<file path="config.mk">
export PLATFORM = sky130hd
export DESIGN_NAME = fifo_rd_ctrl
export DESIGN_NICKNAME = d
export VERILOG_FILES = /design/src/rtl/fifo_rd_ctrl.sv
export SDC_FILE = /design/constraint.sdc
export NUM_CORES = 1
export LEC_CHECK = 0
export ABC_AREA = 1
export BUFFER_PORTS_ARGS = -buffer_cell sky130_fd_sc_hd__buf_2
export CAP_MARGIN = 20
export CORE_UTILIZATION = 41
export DETAILED_ROUTE_END_ITERATION = 10
export PLACE_DENSITY = 0.83
export REMOVE_ABC_BUFFERS = 1
export SLEW_MARGIN = 20
export SYNTH_ARGS = -nofsm -noshare
export SYNTH_HDL_FRONTEND = slang
export SYNTH_SLANG_ARGS = --single-unit
</file>
<file path="constraint.sdc">
create_clock -name clk -period 1.5 [get_ports clk]
set_input_delay 0.075 -clock clk [delete_from_list [all_inputs] [get_ports clk]]
set_output_delay 0.075 -clock clk [all_outputs]
set_load 0.005 [all_outputs]
</file>
<file path="src/rtl/fifo_rd_ctrl.sv">
// Read-side controller for a synchronous FIFO: owns the read pointer and drives a
// registered show-ahead valid/ready output stage fed from the storage array.
module fifo_rd_ctrl #(
  parameter int unsigned K = 3,
  parameter int unsigned W = 8
) (
  input  logic         clk,
  input  logic         rst,
  input  logic [K:0]   wr_ptr,
  input  logic [W-1:0] mem_rdata,
  input  logic         out_ready,
  input  logic         flush,
  output logic [K-1:0] mem_raddr,
  output logic [K:0]   rd_ptr,
  output logic         out_valid,
  output logic [W-1:0] out_data,
  output logic         empty,
  output logic [K:0]   count,
  output logic         ptr_err
);

  localparam int unsigned Depth = 2 ** K;
  localparam logic [K:0] DepthCnt = (K+1)'(Depth);

  typedef enum logic [0:0] {StFree, StOccupied} state_e;

  state_e         state_q, state_d;
  logic [K:0]     rd_ptr_q, rd_ptr_d;
  logic [W-1:0]   out_data_q, out_data_d;
  logic           ptr_err_q, ptr_err_d;
  logic           load;
  logic           overrun;

  // Occupancy is taken modulo 2^(K+1); the wrap bit keeps full distinct from empty.
  always_comb begin
    count   = wr_ptr - rd_ptr_q;
    empty   = (wr_ptr == rd_ptr_q);
    overrun = (count > DepthCnt);
  end

  always_ff @(posedge clk or posedge rst) begin
    if (rst) begin
      state_q <= StFree;
    end else begin
      state_q <= state_d;
    end
  end

  // Flush beats load, load beats a plain consume; a load may coincide with a consume.
  always_comb begin
    state_d = state_q;
    load    = 1'b0;
    if (flush) begin
      state_d = StFree;
    end else begin
      unique case (state_q)
        StFree: begin
          if (!empty) begin
            load    = 1'b1;
            state_d = StOccupied;
          end
        end
        StOccupied: begin
          if (out_ready) begin
            if (!empty) begin
              load    = 1'b1;
              state_d = StOccupied;
            end else begin
              state_d = StFree;
            end
          end
        end
        default: state_d = StFree;
      endcase
    end
  end

  always_comb begin
    out_valid = (state_q == StOccupied);
  end

  always_comb begin
    rd_ptr_d   = rd_ptr_q;
    out_data_d = out_data_q;
    if (flush) begin
      rd_ptr_d = wr_ptr;
    end else if (load) begin
      rd_ptr_d   = rd_ptr_q + (K+1)'(1);
      out_data_d = mem_rdata;
    end
    ptr_err_d = ptr_err_q | overrun;
  end

  always_ff @(posedge clk or posedge rst) begin
    if (rst) begin
      rd_ptr_q   <= '0;
      out_data_q <= '0;
      ptr_err_q  <= 1'b0;
    end else begin
      rd_ptr_q   <= rd_ptr_d;
      out_data_q <= out_data_d;
      ptr_err_q  <= ptr_err_d;
    end
  end

  always_comb begin
    rd_ptr    = rd_ptr_q;
    mem_raddr = rd_ptr_q[K-1:0];
    out_data  = out_data_q;
    ptr_err   = ptr_err_q;
  end

endmodule

</file>
==> run summary, run 1 <==
- **leakage power figure** 0.745 nW
- **vias in the first global route** 857
- **combinational family with the most area after synthesis** simple AND/OR/NAND/NOR gates
- **dominant cell type by area after synthesis** dfrtp_1
- **number of max-slew violations in the final report** 0
- **routed wire length** 2400 um
- **latest clock arrival within the worst-skew pair** 0.29 ns
- **final routed wire length divided by cell count** 12.8 um
- **endpoint required time on the critical path** 1.42 ns
- **final hold vios** 0
- **Setup crit end kind** primary output
- **maximum fanout count along the critical path** 2
- **setup skew after layout** 0.00493 ns
- **Adder-Cell Fraction of Synth Area** 7.93%
- **highest achievable clock rate** 0.602 GHz
- **HPWL reported at the end of detailed placement** 1630 um
- **Pwr Density** 1210 nW/um2
- **Iteration-0 DRC Markers** 32
- **status** complete, but fails checks
- **Chip Height** 48.4 um
- **Worst Tran Pin Value** 0.526 ns
- **buffers from clock root to sink, at most** 2
- **failing checks** negative setup slack
- **category of the critical setup timing path** reg -> out
- **row count** 16
- **Rel. slew slack** 64.9%
- **fill cell instance count of the final layout** 147
- **Startpoint Class** flop
- **first-pass GRT wire length** 3750 um
- **initial cell density of the core** 44.1%
- **area share of the largest cell type after synthesis** 39.7%
- **Hold Crit Class** in -> reg
- **Final Non-Filler Cells** 187
- **DRC Markers** 0
- **Syn. warnings** 0
- **flip-flop and latch area** 350 um2
- **Max VDD drop** 0.691 mV
- **gp weighted congestion** 0.879
- **count of flip-flops with a built-in enable after synthesis** 0
- **largest net degree at the start of global routing** 19
- **share of flip-flops with an asynchronous set or reset after synthesis** 100%
- **clock transition at the registers of the reported paths** 0.09 ns
- **most frequent cells after synthesis** 44 x nand2_1, 14 x dfrtp_1, 14 x inv_1
- **share of synthesized cell area in and, or, nand and nor gates** 36.4%
- **setup total negative slack** -0.746 ns
- **time the worst path needs with I/O delays and setup** 1.66 ns
- **sequential-to-total area share from yosys stat** 39.7%
- **CTS tree** done
- **Via density** 5.13
- **average instance area after synthesis** 7.62 um2
- **number of routed nets with antenna violations** 0
- **number of antenna violations at the first check in global routing** 0
- **most frequently used flop master after synthesis** dfrtp_1
- **die span in x** 48.4 um
- **count of H-tree levels built during CTS** 1
- **Die Footprint** 2340 um2
- **area of the multi-input gates** 538 um2
- **nets** 182
- **core region area** 2000 um2
- **total of max-cap violations** 0
- **post-route worst hold slack** 0.0433 ns
- **total standard cell area after synthesis** 883 um2
- **Placed Cells incl. Taps** 180
- **Crit path arrival time** 1.59 ns
- **total global routing track utilization** 20.5%
- **pre-CTS setup slack** 0.00573 ns
- **Num CTS Buffers** 3
- **number of I/O pins** 38
- **total congestion overflow after global routing** 0
- **share of the synthesized netlist area taken by xor and xnor gates** 1.98%
- **area delta synth->final** 47.6%
- **number of setup violations in the final report** 12
- **count of antenna diodes in the layout** 0
- **first-pass iteration count of the detailed router** 5
- **root buf cell** clkbuf_4
- **most numerous cell in the Yosys netlist** nand2_1
- **fraction of the mapped netlist area in compound gates** 2.27%
- **CTS sink count** 14
- **period utilization** 111%
- **total vias in the final route** 960
- **post-synthesis register bit count** 14
- **biggest area contributors in the synthesized netlist** dfrtp_1 40%, nand2_1 19%, nand4_1 6.4%
- **setup slack, reg-to-reg** -0.04 ns
- **least setup slack across all paths after layout** -0.161 ns
- **utilization after layout** 65.1%
- **Port Buffer Count** 37
- **share of cell area taken by muxes after synthesis** 0%
- **Syn Inst Count** 116
- **share of post-route cells with drive strength above 1** 47.5%
- **setup repair after global routing missed its margin** yes
- **Cell variety after synth** 20
-- layer usage --
metal	up-vias	GRT usage (%)	share of wire [%]
li1	452	-	-
met1	458	24.9	41
met2	43	35.0	53
met3	7	3.46	4.9
met4	0	10.3	1.5
met5	-	0	0
-- path summary, 6_finish.rpt --
check,start,end,cells after the start
hold / removal,mem_rdata[4],out_data[4],3
min in group asynchronous,rst,out_data[4],3
max in group asynchronous,rst,out_data[7],3
setup / recovery,rd_ptr[0],count[1],4
hold reg to reg,ptr_err,ptr_err,2
setup reg to reg,rd_ptr[1],out_data[5],9
-- layout make-up --
type,instances,area share [%]
repair buffers,46,21.9
inverters,16,4.61
multi-input cells,80,41.3
clock buffers,4,2.78
well taps,27,2.59
flip-flops and latches,14,26.9
-- state kept, by name (all words and copies together), names as in the netlist --
signal,cells
out_data,8
ptr_err,1
out_valid,1
rd_ptr,4
-- power breakdown --
part	internal (mW)	leakage [nW]	total, mW	switching [mW]
clock network	0.148	0.0210	0.281	0.133
logic	0.388	0.557	0.791	0.403
registers	0.446	0.167	0.500	0.0542
-- timing repair --
item,CTS,global route
setup buffers,2,1
endpoints found under the hold margin,14,0
gates cloned,0,0
setup endpoints to repair,8,17
hold buffers,1,0
pin swaps,2,14
gates resized for setup,11,18
-- layout by cell type (no fill, tap or decap) --
| cell | instances |
|---|---|
| buf_8 | 1 |
| ha_1 | 1 |
| inv_1 | 11 |
| and2_4 | 1 |
| nand2_4 | 3 |
| ha_4 | 3 |
| nand3_4 | 1 |
| buf_6 | 2 |
| nand2_2 | 6 |
| buf_2 | 36 |
| o21ai_0 | 3 |
| nor2_4 | 1 |
| dlygate4sd3_1 | 1 |
| nand3_2 | 4 |
| buf_4 | 5 |
| nand2_1 | 39 |
| xor2_2 | 1 |
| dfrtp_1 | 14 |
| nand3_1 | 4 |
| inv_2 | 5 |
| fa_2 | 1 |
| clkbuf_8 | 1 |
| nand3b_1 | 1 |
| nand4_1 | 9 |
| buf_12 | 1 |
| xnor2_1 | 1 |
| a21oi_2 | 1 |
| clkbuf_4 | 3 |
-- logic make-up after synthesis --
kind of cell               after synthesis
xor gates and xnor gates                 2
DFF                                     14
AOI/OAI and AO/OA                        4
and+or+nand+nor                         69
buffers and inverters                   22
adders and majority gates                5
-- critical path, cell delays in order, from the launching register on --
cell and delay, ns:
dfrtp_1 0.43, ha_4 0.18, fa_2 0.53, inv_1 0.04, buf_2 0.11
-- through the flow --
| step | total power, mW | cell area [um2] |
|---|---|---|
| after floorplan | 0.823 | 840 |
| after global placement | 1.06 | 1100 |
| after detailed placement | 1.09 | 1100 |
| after CTS | 1.44 | 1200 |
| after global routing | 1.68 | 1300 |
| final | 1.57 | 1300 |
Note: power is estimated with default switching activity, not from simulation.
==> run 2, diff against run 1 <==
--- a/config.mk
+++ b/config.mk
@@ -12,6 +12,7 @@
 export DETAILED_ROUTE_END_ITERATION = 10
 export PLACE_DENSITY = 0.83
 export REMOVE_ABC_BUFFERS = 1
+export SKIP_LAST_GASP = 1
 export SLEW_MARGIN = 20
 export SYNTH_ARGS = -nofsm -noshare
 export SYNTH_HDL_FRONTEND = slang
==> run 2 against run 1 <==
The run still ends with negative setup slack left. Setup slack gained 0.0054 ns. Count of clock-buffer cells in the layout is the same. Via count shrank 0.42%. Fmax grew 0.33%. Design area shrank 2.1%. Utilization shrank 1.4 points. Global-route usage shrank 0.34 points. Register-to-register slack is essentially flat. Non-clock buffer count grew 2. Sequential power shrank 1%. Worst hold slack lost 0.022 ns. Critical endpoint unchanged. Largest cell class unchanged. Highest routed layer unchanged.
==> run summary, run 2 (synthesis gave the netlist of run 1 again) <==
- **die span in x** 48.4 um
- **hold path startpoint** mem_rdata[7]
- **Chip Height** 48.4 um
- **total of max-cap violations** 0
- **Setup crit end kind** primary output
- **start of the worst register-to-register path** rd_ptr[1]
- **category of the critical setup timing path** reg -> out
- **met3 wire length** 117 um
- **leakage power figure** 0.734 nW
- **most common library cell in the layout ignoring fill and taps** nand2_1
- **period utilization** 110%
- **Pwr Density** 1210 nW/um2
- **clock transition at the registers of the reported paths** 0.09 ns
- **final routed wire length divided by cell count** 12.6 um
- **total vias in the final route** 956
- **setup total negative slack** -0.627 ns
- **area delta synth->final** 44.5%
- **Met1 Wirelength** 984 um
- **endpoint required time on the critical path** 1.42 ns
- **maximum fanout count along the critical path** 2
- **setup repair after global routing missed its margin** yes
- **initial cell density of the core** 44.1%
- **setup skew after layout** 0.00396 ns
- **number of antenna violations at the first check in global routing** 0
- **area of the multi-input gates** 518 um2
- **row count** 16
- **CTS tree** done
- **Worst Setup SP** rd_ptr[0]
- **Iteration-0 DRC Markers** 29
- **most frequent cells in the layout** 40 x nand2_1, 37 x buf_2, 14 x dfrtp_1
- **routed wire length on met2** 1240 um
- **CTS sink count** 14
- **number of I/O pins** 38
- **highest achievable clock rate** 0.604 GHz
- **total congestion overflow after global routing** 0
- **number of setup violations in the final report** 15
- **nets** 184
- **Worst Tran Pin Value** 0.533 ns
- **latest clock arrival within the worst-skew pair** 0.29 ns
- **Rel. slew slack** 64.5%
- **count of H-tree levels built during CTS** 1
- **gp weighted congestion** 0.879
- **DRC Markers** 0
- **least setup slack across all paths after layout** -0.155 ns
- **routed wire length** 2370 um
- **fill cell instance count of the final layout** 151
- **number of max-slew violations in the final report** 0
- **uppermost layer routed** met4
- **flip-flop and latch area** 350 um2
- **count of antenna diodes in the layout** 0
- **Startpoint Class** flop
- **core region area** 2000 um2
- **total global routing track utilization** 20.2%
- **HPWL reported at the end of detailed placement** 1630 um
- **status** complete, but fails checks
- **Design Area, Final** 1280 um2
- **root buf cell** clkbuf_4
- **Num CTS Buffers** 3
- **buffers from clock root to sink, at most** 2
- **first-pass iteration count of the detailed router** 5
- **first-pass GRT wire length** 3690 um
- **number of routed nets with antenna violations** 0
- **Port Buffer Count** 37
- **share of post-route cells with drive strength above 1** 44.4%
- **Die Footprint** 2340 um2
- **largest net degree at the start of global routing** 19
- **final hold vios** 0
- **Placement Cell Area** 1100 um2
- **Crit path arrival time** 1.58 ns
- **failing checks** negative setup slack
- **Max VDD drop** 0.682 mV
- **Via density** 5.06
- **Largest register FFs** 8
- **vias in the first global route** 838
- **total chip power** 1.54 mW
- **Hold Crit Class** in -> reg
- **post-route worst hold slack** 0.0215 ns
- **time the worst path needs with I/O delays and setup** 1.66 ns
==> run 2: critical path, cell delays in order (launching register included) <==
cell and delay, ns:
dfrtp_1 0.42, ha_4 0.18, fa_2 0.53, inv_1 0.04, buf_2 0.11
==> run 2: area by class of cell <==
cell class,instances,share of cell area (%)
clock buffers,4,2.84
inverters,16,4.71
multi-input cells,80,40.6
flip-flops and latches,14,27.5
well taps,27,2.65
repair buffers,48,21.8
==> run 2: final timing paths <==
| path | end | slack (ns) | depth (start not counted) |
|---|---|---|---|
| hold / removal | out_data[7] | 0.02 | 3 |
| setup / recovery | count[1] | -0.16 | 4 |
| min in group asynchronous | out_data[4] | 0.35 | 3 |
| hold reg to reg | ptr_err | 0.47 | 2 |
| max in group asynchronous | out_valid | 0.79 | 3 |
| setup reg to reg | out_data[7] | -0.03 | 9 |
==> run 2: routing by layer <==
| layer | GRT usage, % | vias up |
|---|---|---|
| met1 | 24.9 | 455 |
| met4 | 9.31 | 0 |
| met2 | 34.5 | 37 |
| met5 | 0 | - |
| met3 | 3.14 | 5 |
| li1 | - | 459 |
==> run 2: what timing repair did <==
item / in CTS / in global routing
resized for setup: 6 / 14
hold buffers: 1 / 0
buffers inserted: 2 / 3
pin swaps: 2 / 9
hold endpoints to repair: 14 / 0
endpoints found under the setup margin: 8 / 18
==> run 2: per-stage QoR <==
stage | worst slack [ns] | util, % | instances
global placement | 0.0380 | 55.1 | 180
global route | -0.242 | 63.7 | 189
detailed placement | 0.00573 | 55.1 | 180
CTS | -0.148 | 59.3 | 186
finish | -0.155 | 63.7 | 189
floorplan | -0.0832 | - | 110
==> run 2: where the power goes <==
part           leakage (nW)  internal [mW]  switching [mW]
clock                0.0210          0.148           0.137
sequential            0.167          0.446          0.0477
combinational         0.546          0.366           0.394
==> run 3, diff against run 2 <==
--- a/config.mk
+++ b/config.mk
@@ -5,12 +5,11 @@
 export SDC_FILE = /design/constraint.sdc
 export NUM_CORES = 1
 export LEC_CHECK = 0
-export ABC_AREA = 1
 export BUFFER_PORTS_ARGS = -buffer_cell sky130_fd_sc_hd__buf_2
 export CAP_MARGIN = 20
 export CORE_UTILIZATION = 41
 export DETAILED_ROUTE_END_ITERATION = 10
-export PLACE_DENSITY = 0.83
+export PLACE_DENSITY = 0.84
 export REMOVE_ABC_BUFFERS = 1
 export SKIP_LAST_GASP = 1
 export SLEW_MARGIN = 20
==> run 3 against run 2 <==
The run still ends with negative setup slack left. Synthesized cell count down 30%. Largest power group unchanged. Critical endpoint is now out_data[4]. Area after synthesis down 3.4%. Register-to-register slack worse by 0.14 ns. First-iteration DRC count down 86%. Sequential power about the same.
==> run summary, run 3 <==
- **leakage power figure** 0.655 nW
- **pre-CTS setup slack** -0.295 ns
- **total congestion overflow after global routing** 0
- **Chip Height** 47.6 um
- **Worst Tran Pin Value** 0.519 ns
- **vias in the first global route** 812
- **buffers from clock root to sink, at most** 2
- **most frequent cells in the layout** 35 x buf_2, 14 x dfrtp_1, 14 x buf_4
- **uppermost layer routed** met4
- **number of setup violations in the final report** 13
- **endpoint required time on the critical path** 1.67 ns
- **Seq pwr share** 29.8%
- **most numerous cell in the Yosys netlist** dfrtp_1
- **status** complete, but fails checks
- **HPWL reported at the end of detailed placement** 1510 um
- **met3 wire length** 110 um
- **final routed wire length divided by cell count** 13.8 um
- **Final Non-Filler Cells** 163
- **Pwr Density** 1200 nW/um2
- **Hold Crit Class** in -> reg
- **count of antenna diodes in the layout** 0
- **count of H-tree levels built during CTS** 1
- **first-pass GRT wire length** 3330 um
- **time the worst path needs with I/O delays and setup** 1.67 ns
- **total global routing track utilization** 21.8%
- **number of antenna violations at the first check in global routing** 0
- **Syn. warnings** 0
- **total net switching power** 0.560 mW
- **Rel. slew slack** 65.4%
- **Max VDD drop** 0.856 mV
- **nets** 158
- **Via density** 5.21
- **DRC Markers** 0
- **Met1 Wirelength** 905 um
- **initial cell density of the core** 43.5%
- **latest clock arrival within the worst-skew pair** 0.28 ns
- **area share of the largest cell type after synthesis** 41.1%
- **CTS tree** done
- **RR Endpoint** out_data[4]
- **maximum fanout count along the critical path** 8
- **internal power contribution** 1.09 mW
- **number of I/O pins** 38
- **total chip power** 1.65 mW
- **Iteration-0 DRC Markers** 4
- **Cell variety after synth** 31
- **hold path startpoint** mem_rdata[2]
- **sequential-to-total area share from yosys stat** 41.1%
- **Placed Cells incl. Taps** 153
- **final hold vios** 0
- **least setup slack across all paths after layout** -0.167 ns
- **largest net degree at the start of global routing** 15
- **Syn Inst Count** 81
- **most frequent cells after synthesis** 14 x dfrtp_1, 9 x inv_1, 8 x mux2_2
- **row count** 16
- **Num CTS Buffers** 3
- **switching part of the total power** 33.8%
- **average instance area after synthesis** 10.5 um2
- **Clock Power Share** 16.2%
- **dominant cell type by area after synthesis** dfrtp_1
- **setup repair after global routing missed its margin** yes
- **total of max-cap violations** 0
- **Crit path arrival time** 1.83 ns
- **sink of the worst hold path** out_data[2]
- **Port Buffer Count** 37
- **setup slack, reg-to-reg** -0.17 ns
- **start of the worst register-to-register path** rd_ptr[1]
- **length in cells of the worst reg-to-reg path** 6
- **clock transition at the registers of the reported paths** 0.09 ns
- **total standard cell area after synthesis** 853 um2
- **biggest area contributors in the synthesized netlist** dfrtp_1 41%, mux2_2 11%, ha_1 5.9%
- **highest achievable clock rate** 0.600 GHz
- **post-synthesis register bit count** 14
- **core region area** 1960 um2
- **worst hold path cell count** 2
- **die span in x** 47.6 um
- **setup skew after layout** 0.00329 ns
- **share of post-route cells with drive strength above 1** 64.0%
- **fill cell instance count of the final layout** 158
- **Setup crit end kind** flop
- **routed wire length** 2250 um
- **first-pass iteration count of the detailed router** 4
- **total vias in the final route** 849
- **routed wire length on met2** 1200 um
- **most frequently used flop master after synthesis** dfrtp_1
- **number of routed nets with antenna violations** 0
- **area delta synth->final** 61.0%
- **post-route worst hold slack** 0.0245 ns
- **number of max-slew violations in the final report** 0
- **Startpoint Class** flop
- **gp weighted congestion** 0.870
- **Largest register FFs** 8
- **most common library cell in the layout ignoring fill and taps** buf_2
- **CTS sink count** 14
- **root buf cell** clkbuf_4
- **share of flip-flops with an asynchronous set or reset after synthesis** 100%
- **count of flip-flops with a built-in enable after synthesis** 0
- **period utilization** 111%
- **Combinational Power Share** 54.0%
- **category of the critical setup timing path** reg -> reg
- **Die Footprint** 2270 um2
- **failing checks** negative setup slack
==> run 3: changes by cell type after synthesis, sizes merged, moves of 4 or more <==
cell,before,now
nand4,9,2
nand2,48,1
inv,16,9
nand3,9,5
mux2,0,8
==> run 3: stage by stage <==
stage          utilization, %  TNS [ns]  area (um2)
2_1_floorplan               -     -3.60         823
3_5_place_dp             58.1     -2.36        1140
5_1_grt                  70.0     -2.84        1370
6_report                 70.0     -1.87        1370
3_3_place_gp             58.1     -2.01        1140
4_1_cts                  66.6     -1.83        1310
==> run 3: cells by family after synthesis <==
group / count (synthesis) / share of synthesized area, %
xor+xnor: 3 / 3.08
fa+ha+maj: 5 / 8.21
compound gates: 13 / 13.2
buf+inv: 14 / 7.48
mux: 8 / 10.6
flops: 14 / 41.1
simple gates: 24 / 16.4
==> run 3: how the worst max path moves through the flow <==
stage	start	end	slack, ns	cells after the start
final	rd_ptr[1]	out_data[4]	-0.17	6
after global routing	rd_ptr[2]	count[3]	-0.24	7
after CTS	rd_ptr[2]	count[3]	-0.16	7
after detailed placement	rd_ptr[1]	out_data[7]	-0.30	6
after global placement	rd_ptr[1]	out_data[6]	-0.25	6
after floorplan	rd_ptr[1]	out_data[0]	-0.44	5
==> run 3: critical path, stage by stage (launching register included) <==
cell	delay, ns
dfrtp_1	0.40
inv_2	0.07
ha_4	0.19
and3_4	0.18
a211oi_4	0.21
buf_6	0.17
mux2_2	0.33
==> run 3: layer usage <==
metal | vias to the layer above | global-route usage (%)
met4 | 0 | 11.7
met5 | - | 0
met3 | 6 | 3.02
met1 | 403 | 23.7
li1 | 401 | -
met2 | 39 | 40.5
==> run 3: cell type report <==
type | count | area, um2 | share of cell area, %
clock buffers | 4 | 36.3 | 2.64
inverters | 9 | 33.8 | 2.46
multi-input cells | 53 | 562 | 40.9
flip-flops and latches | 14 | 350 | 25.5
well taps | 27 | 33.8 | 2.46
repair buffers | 56 | 358 | 26.0
==> run 3: timing repair <==
item | 4_1_cts | 5_1_grt
endpoints found under the setup margin | 14 | 17
resized for setup | 18 | 12
pin swaps | 7 | 7
buffers inserted | 4 | 1
hold buffers | 1 | 0
hold endpoints to repair | 14 | 0
gates cloned | 0 | 0
==> run 3: power groups by stage <==
stage / combinational, mW / clock [mW] / sequential [mW]
after floorplan: 0.286 / 0 / 0.522
after global placement: 0.610 / 0 / 0.490
after detailed placement: 0.628 / 0 / 0.493
after CTS: 0.768 / 0.280 / 0.492
after global routing: 0.981 / 0.299 / 0.501
final: 0.894 / 0.268 / 0.493
